[config.mk]
export PLATFORM = sky130hd
export DESIGN_NAME = board_keeper
export DESIGN_NICKNAME = d
export VERILOG_FILES = /design/src/rtl/board_keeper.sv
export SDC_FILE = /design/constraint.sdc
export NUM_CORES = 1
export LEC_CHECK = 0
export ABC_AREA = 1
export CAP_MARGIN = 10
export CORE_ASPECT_RATIO = 0.75
export CORE_MARGIN = 1.5
export CORE_UTILIZATION = 40
export CTS_BUF_LIST = sky130_fd_sc_hd__clkbuf_8
export CTS_CLUSTER_SIZE = 40
export DETAILED_ROUTE_END_ITERATION = 12
export PLACE_DENSITY_LB_ADDON = 0.08
export SLEW_MARGIN = 20
export SYNTH_ARGS = -nofsm -noshare
export SYNTH_HDL_FRONTEND = slang
export SYNTH_SLANG_ARGS = --single-unit
[constraint.sdc]
create_clock -name clk -period 1.9 [get_ports clk]
set_input_delay 0.38 -clock clk [delete_from_list [all_inputs] [get_ports clk]]
set_output_delay 0.38 -clock clk [all_outputs]
set_load 0.03 [all_outputs]
[src/rtl/board_keeper.sv]
// rtl/board_keeper.sv - tic-tac-toe board state keeper with move validation and win/draw detection
module board_keeper (
   input  logic       clk,
   input  logic       reset,
   input  logic       restart,
   input  logic       move_valid,
   input  logic [3:0] move_cell,
   output logic [8:0] x_status,
   output logic [8:0] o_status,
   output logic       turn,
   output logic       move_ack,
   output logic       move_err,
   output logic [1:0] game_state,
   output logic [3:0] move_count
);

   typedef enum logic [2:0] {X_TURN, O_TURN, CHECK, X_WON, O_WON, DRAW} state_t;

   state_t     state_q, state_d;
   logic [8:0] x_q, x_d, o_q, o_d;
   logic [3:0] count_q, count_d;
   logic       turn_q, turn_d, mover_q, mover_d;
   logic       ack_q, ack_d, err_q, err_d;
   logic [8:0] cell_bit;
   logic       cell_free;
   logic [8:0] mover_mask;

   function automatic logic has_line(input logic [8:0] m);
      has_line = (m[0] & m[1] & m[2]) | (m[3] & m[4] & m[5]) | (m[6] & m[7] & m[8]) |
                 (m[0] & m[3] & m[6]) | (m[1] & m[4] & m[7]) | (m[2] & m[5] & m[8]) |
                 (m[0] & m[4] & m[8]) | (m[2] & m[4] & m[6]);
   endfunction

   // Out-of-range cells shift the one past bit 8, leaving an all-zero mask.
   assign cell_bit   = 9'b1 << move_cell;
   assign cell_free  = (move_cell <= 4'd8) && ((cell_bit & (x_q | o_q)) == 9'b0);
   assign mover_mask = mover_q ? o_q : x_q;

   always_comb begin
      state_d = state_q;
      x_d     = x_q;
      o_d     = o_q;
      count_d = count_q;
      turn_d  = turn_q;
      mover_d = mover_q;
      ack_d   = 1'b0;
      err_d   = 1'b0;
      case (state_q)
         X_TURN, O_TURN: begin
            if (move_valid) begin
               if (cell_free) begin
                  ack_d   = 1'b1;
                  count_d = count_q + 4'd1;
                  mover_d = (state_q == O_TURN);
                  if (state_q == O_TURN) o_d = o_q | cell_bit;
                  else                   x_d = x_q | cell_bit;
                  state_d = CHECK;
               end else begin
                  err_d = 1'b1;
               end
            end
         end
         CHECK: begin
            err_d = move_valid;
            if (has_line(mover_mask)) begin
               state_d = mover_q ? O_WON : X_WON;
            end else if (count_q == 4'd9) begin
               state_d = DRAW;
            end else begin
               state_d = mover_q ? X_TURN : O_TURN;
               turn_d  = ~mover_q;
            end
         end
         default: err_d = move_valid;
      endcase
   end

   always_ff @(posedge clk) begin
      if (reset || restart) begin
         state_q <= X_TURN;
         x_q     <= 9'b0;
         o_q     <= 9'b0;
         count_q <= 4'd0;
         turn_q  <= 1'b0;
         mover_q <= 1'b0;
         ack_q   <= 1'b0;
         err_q   <= 1'b0;
      end else begin
         state_q <= state_d;
         x_q     <= x_d;
         o_q     <= o_d;
         count_q <= count_d;
         turn_q  <= turn_d;
         mover_q <= mover_d;
         ack_q   <= ack_d;
         err_q   <= err_d;
      end
   end

   always_comb begin
      case (state_q)
         X_WON:   game_state = 2'b01;
         O_WON:   game_state = 2'b10;
         DRAW:    game_state = 2'b11;
         default: game_state = 2'b00;
      endcase
   end

   assign x_status   = x_q;
   assign o_status   = o_q;
   assign turn       = turn_q;
   assign move_ack   = ack_q;
   assign move_err   = err_q;
   assign move_count = count_q;

endmodule
==> results.md <==
- In the final timing run, aggregate negative setup slack is 0 ns.
- The power per unit of standard cell area is 560.8 nW/um^2.
- The post-route netlist has 19.50% of its cells at a drive strength greater than 1.
- Max-cap violations in this run came to 0.
- The clock-pin slew on the worst setup and hold paths is 0.06 ns.
- The worst register-to-register path has a depth of 11.
- The share of total power dissipated in combinational logic is 12.9%.
- The top fanout value on the critical path is 6.
- The parity-gate share of the synthesized area counting xor and xnor cells is 1.019%.
- The power share of the clock group is 41.6%.
- After detailed routing, the total wire length is 4935 um.
- The synthesized netlist net count is 275.
- Setup violations remaining at the end of the flow were counted as 0.
- The final weighted congestion of routability-driven global placement is 0.8629.
- Across the VDD grid, the largest voltage drop is 0.0003849 V.
- The die width is 78.70 um.
- The total number of vias is 1886.
- The number of distinct standard cells referenced by the synthesized netlist is 30.
- Yosys printed 0 warnings.
- The total clock buffers created by CTS is 5.
- The count of hold buffers inserted by post-cts repair is 0.
- The worst hold endpoint is turn.
- The via count normalized by instance count is 4.989.
- The dominant combinational cell family by area after synthesis is simple AND/OR/NAND/NOR gates.
- Compared with the post-synthesis result, the final layout area differs by 41.27%.
- The count of nets left with antenna violations once routing finished came out at 0.
- The pin count of the biggest net entering global routing is 26.
- In this run the register-to-register setup slack is 0.25 ns.
- The cell at the root of the clock tree is sky130_fd_sc_hd__clkbuf_8.
- STA classifies the critical path startpoint as a flip-flop.
- The average cell area after synthesis is 6.487 um^2.
- The largest single stage delay on the critical path is 0.70 ns.
- The commonest cells after synthesis are sky130_fd_sc_hd__nand2_1, sky130_fd_sc_hd__dfxtp_1, sky130_fd_sc_hd__inv_1.
- The filler cell count in the final layout is 395.
- The starting density of the core is 42.15%.
- The fraction of the cycle the final worst path needs is 93.97%.
- For this run the aggregate overflow at the end of global routing stands at 0.
- The height of the die is 59.78 um.
- The endpoint of the most critical register-to-register path is state_q[0].
- The H-tree was split into 2 levels.
- The overall die area is 4704 um^2.
- Setup repair after global routing left no endpoint under its margin.
- The number of remaining DRC errors is 0.
- The final count of pins violating max slew was 0.
- The setup skew after layout is 0.006217 ns.
- The design internal power is 1012 uW.
- The instance area at placement is 2220 um^2.
- For this design the total switching power over the nets is 350.2 uW.
- The cell count after synthesis is 265.
- The share of cell area taken by muxes after synthesis is 0%.
- Among all stages on the critical path, the largest delay is contributed by sky130_fd_sc_hd__clkdlybuf4s50_1.
- After detailed routing, the average wire length per cell comes to 13.06 um.
- The placement row count is 20.
- The synthesized design contains 29 register bits.
- The async set-or-reset flop fraction in the synthesized netlist is 0%.
- The transition time at the pin with the least slew margin is 0.3745 ns.
- The via count of the first global-routing pass is 1628.
- Data on the critical path arrives at its endpoint at 1.41 ns.
- The number of buffers and inverters on the critical path is 1.
- The synthesized netlist devotes 42.21% of its cell area to simple gates.
- At the later pin of the worst-skew pair, clock insertion delay measures 0.28 ns.
- The post-placement worst setup slack is -0.2826 ns.
- The proportion of power drawn by flip-flops and latches is 45.5%.
- The flow ran to the end, and the final reports show no timing, DRC or antenna violations.
- Measured against its own limit, the worst slew margin works out to 75.03%.
- The number of iterations in the first detailed-routing pass is 4.
- The area of the mapped netlist is 1719 um^2.
- The highest achievable clock rate is 560.1 MHz.
- The first routing iteration left 183 violations.
- For this design the top-level I/O count stands at 35.
- The count of port buffers added during placement is 34.
- The initial antenna violation count was 0.
- Among cell families on the critical path, the largest total delay comes from buffers and inverters.
- Along the worst hold path, the cell count comes to 2.
- The first global-routing pass estimated 7803 um of wire.
- The share of total power consumed by net switching is 25.72%.
- For the finished layout, the period the worst path requires is 1.785 ns.
- Yosys mapped a number of flops with a built-in enable equal to 0.
- In the post-synthesis netlist, the biggest area contributors are sky130_fd_sc_hd__dfxtp_1, sky130_fd_sc_hd__nand2_1, sky130_fd_sc_hd__a21oi_1.
- In this run the most critical hold path is launched from turn.
- The total routing resource utilization after global routing is 21.86%.
- Summed over all cells, the static leakage comes to 0.001041 uW.
- The share of synthesized area in the top cell type comes to 33.77%.
- The startpoint identified for the worst register-to-register timing path is mover_q.
- The final-report hold violation count was 0.
- The signal on the critical path passes through clkdlybuf4s50_1.
- The clock drives 29 sinks.
- The most common flop cell mapped by yosys is sky130_fd_sc_hd__dfxtp_1.
- Once detailed placement completed, the half-perimeter wirelength came to 3529 um.
- The repair_antennas step left the layout with diodes totalling 0.
- After floorplanning, the core was sized to cover 4079 um^2.
- The type of element capturing the critical path is a primary output.
- The worst setup slack after layout is 0.1145 ns.
- The critical setup path kind is reg2out.
- The clock tree from TritonCTS is yes.
- The data required time of the worst path is 1.52 ns.
- The buffer levels on the longest clock path is 2.
- After the last flow step, the layout net total stands at 332.
- With fillers left out, the area of the finished cells amounts to 2429 um^2.
- The largest area contributor in the netlist is sky130_fd_sc_hd__dfxtp_1.
- Of the total synthesized cell area, the portion taken by full adders, half adders and majority gates is 1.456%.
- The leading cell type by number of instances after synthesis is sky130_fd_sc_hd__nand2_1.
- The proportion of synthesized chip area in sequential cells is 33.77%.
- The classification of the worst-slack hold path is reg2reg.
- The complex-gate fraction of the synthesized area is 12.45%.
[per-layer routing]
metal | vias up | routed length [um] | GRT usage, %
met1 | 841 | 2427 | 31.23
met3 | 9 | 382 | 6.412
met2 | 65 | 2072 | 31.40
met4 | 0 | 52 | 7.143
met5 | - | 0 | 0
li1 | 971 | - | -
[placed cells by master, fill, tap and decap left out, types with 2 or more instances in the layout]
master,n
sky130_fd_sc_hd__inv_1,28
sky130_fd_sc_hd__dfxtp_1,29
sky130_fd_sc_hd__nand3_1,16
sky130_fd_sc_hd__ha_1,2
sky130_fd_sc_hd__buf_4,18
sky130_fd_sc_hd__clkdlybuf4s50_1,28
sky130_fd_sc_hd__inv_2,6
sky130_fd_sc_hd__clkbuf_8,7
sky130_fd_sc_hd__o21ai_1,4
sky130_fd_sc_hd__nor2_1,22
sky130_fd_sc_hd__o21ai_2,2
sky130_fd_sc_hd__a21oi_1,24
sky130_fd_sc_hd__or2_2,4
sky130_fd_sc_hd__nand2_1,80
sky130_fd_sc_hd__nand2_2,6
sky130_fd_sc_hd__nor2_4,5
sky130_fd_sc_hd__o21ai_0,7
sky130_fd_sc_hd__nor2_2,2
sky130_fd_sc_hd__nand4_4,3
sky130_fd_sc_hd__dlymetal6s2s_1,4
sky130_fd_sc_hd__nand4_1,10
sky130_fd_sc_hd__a21oi_2,2
[metrics by stage]
| step | power (uW) | util, % | hold slack, ns | std cells |
|---|---|---|---|---|
| 2_1_floorplan | 720.2 | - | 0.4851 | 265 |
| 3_3_place_gp | 789.6 | 54.42 | 0.4556 | 365 |
| 3_5_place_dp | 790.6 | 54.42 | 0.4581 | 365 |
| 4_1_cts | 1356 | 56.84 | 0.4693 | 373 |
| 5_1_grt | 1423 | 59.54 | 0.5066 | 378 |
| 6_report | 1362 | 59.54 | 0.4688 | 378 |
[registers in the layout, summed over array words and instances, names as in the netlist]
| signal | cells |
|---|---|
| o_status | 9 |
| x_status | 9 |
| move_count | 4 |
| move_err | 1 |
| state_q | 3 |
| mover_q | 1 |
| turn | 1 |
| move_ack | 1 |
[logic make-up (layout without fill, tap and decap cells)]
family / after synthesis / after routing
AO/OA/AOI/OAI: 40 / 40
AND/OR/NAND/NOR: 153 / 155
buffers and inverters: 39 / 95
adder cells (fa/ha/maj): 2 / 2
flip-flops: 29 / 29
XOR/XNOR: 2 / 2
[cell type report]
cell class	instances	area (um^2)	area share [%]
well taps	55	68.82	2.834
clock buffers	7	96.34	3.967
flip-flops and latches	29	580.6	23.91
multi-input cells	199	1060	43.64
inverters	34	127.6	5.255
repair buffers	53	490.5	20.20
clock inverters	1	5.005	0.2061
[power by group through the flow]
stage	clock network, uW	logic, uW	registers [uW]
2_1_floorplan	0	79.0	641
3_5_place_dp	0	157	633
4_1_cts	578	158	620
5_1_grt	610	192	620
3_3_place_gp	0	156	633
6_report	566	176	620
[worst max path at each step]
stage             startpoint       endpoint  slack [ns]  cells after the start
4_1_cts         move_cell[3]  move_count[1]       0.006                     10
2_1_floorplan     state_q[2]  game_state[0]        0.09                      4
6_report       move_count[0]  move_count[0]        0.11                      1
3_5_place_dp    move_cell[3]  move_count[1]       -0.28                     10
3_3_place_gp    move_cell[2]  move_count[1]       -0.24                     10
5_1_grt        move_count[0]  move_count[0]        0.06                      1
[what timing repair did]
action	CTS	global route
gates cloned	0	2
gates resized for setup	2	19
buffers inserted	0	3
setup endpoints to repair	2	26
endpoints found under the hold margin	0	0
pin swaps	0	7
(Power assumes the default switching activity.)
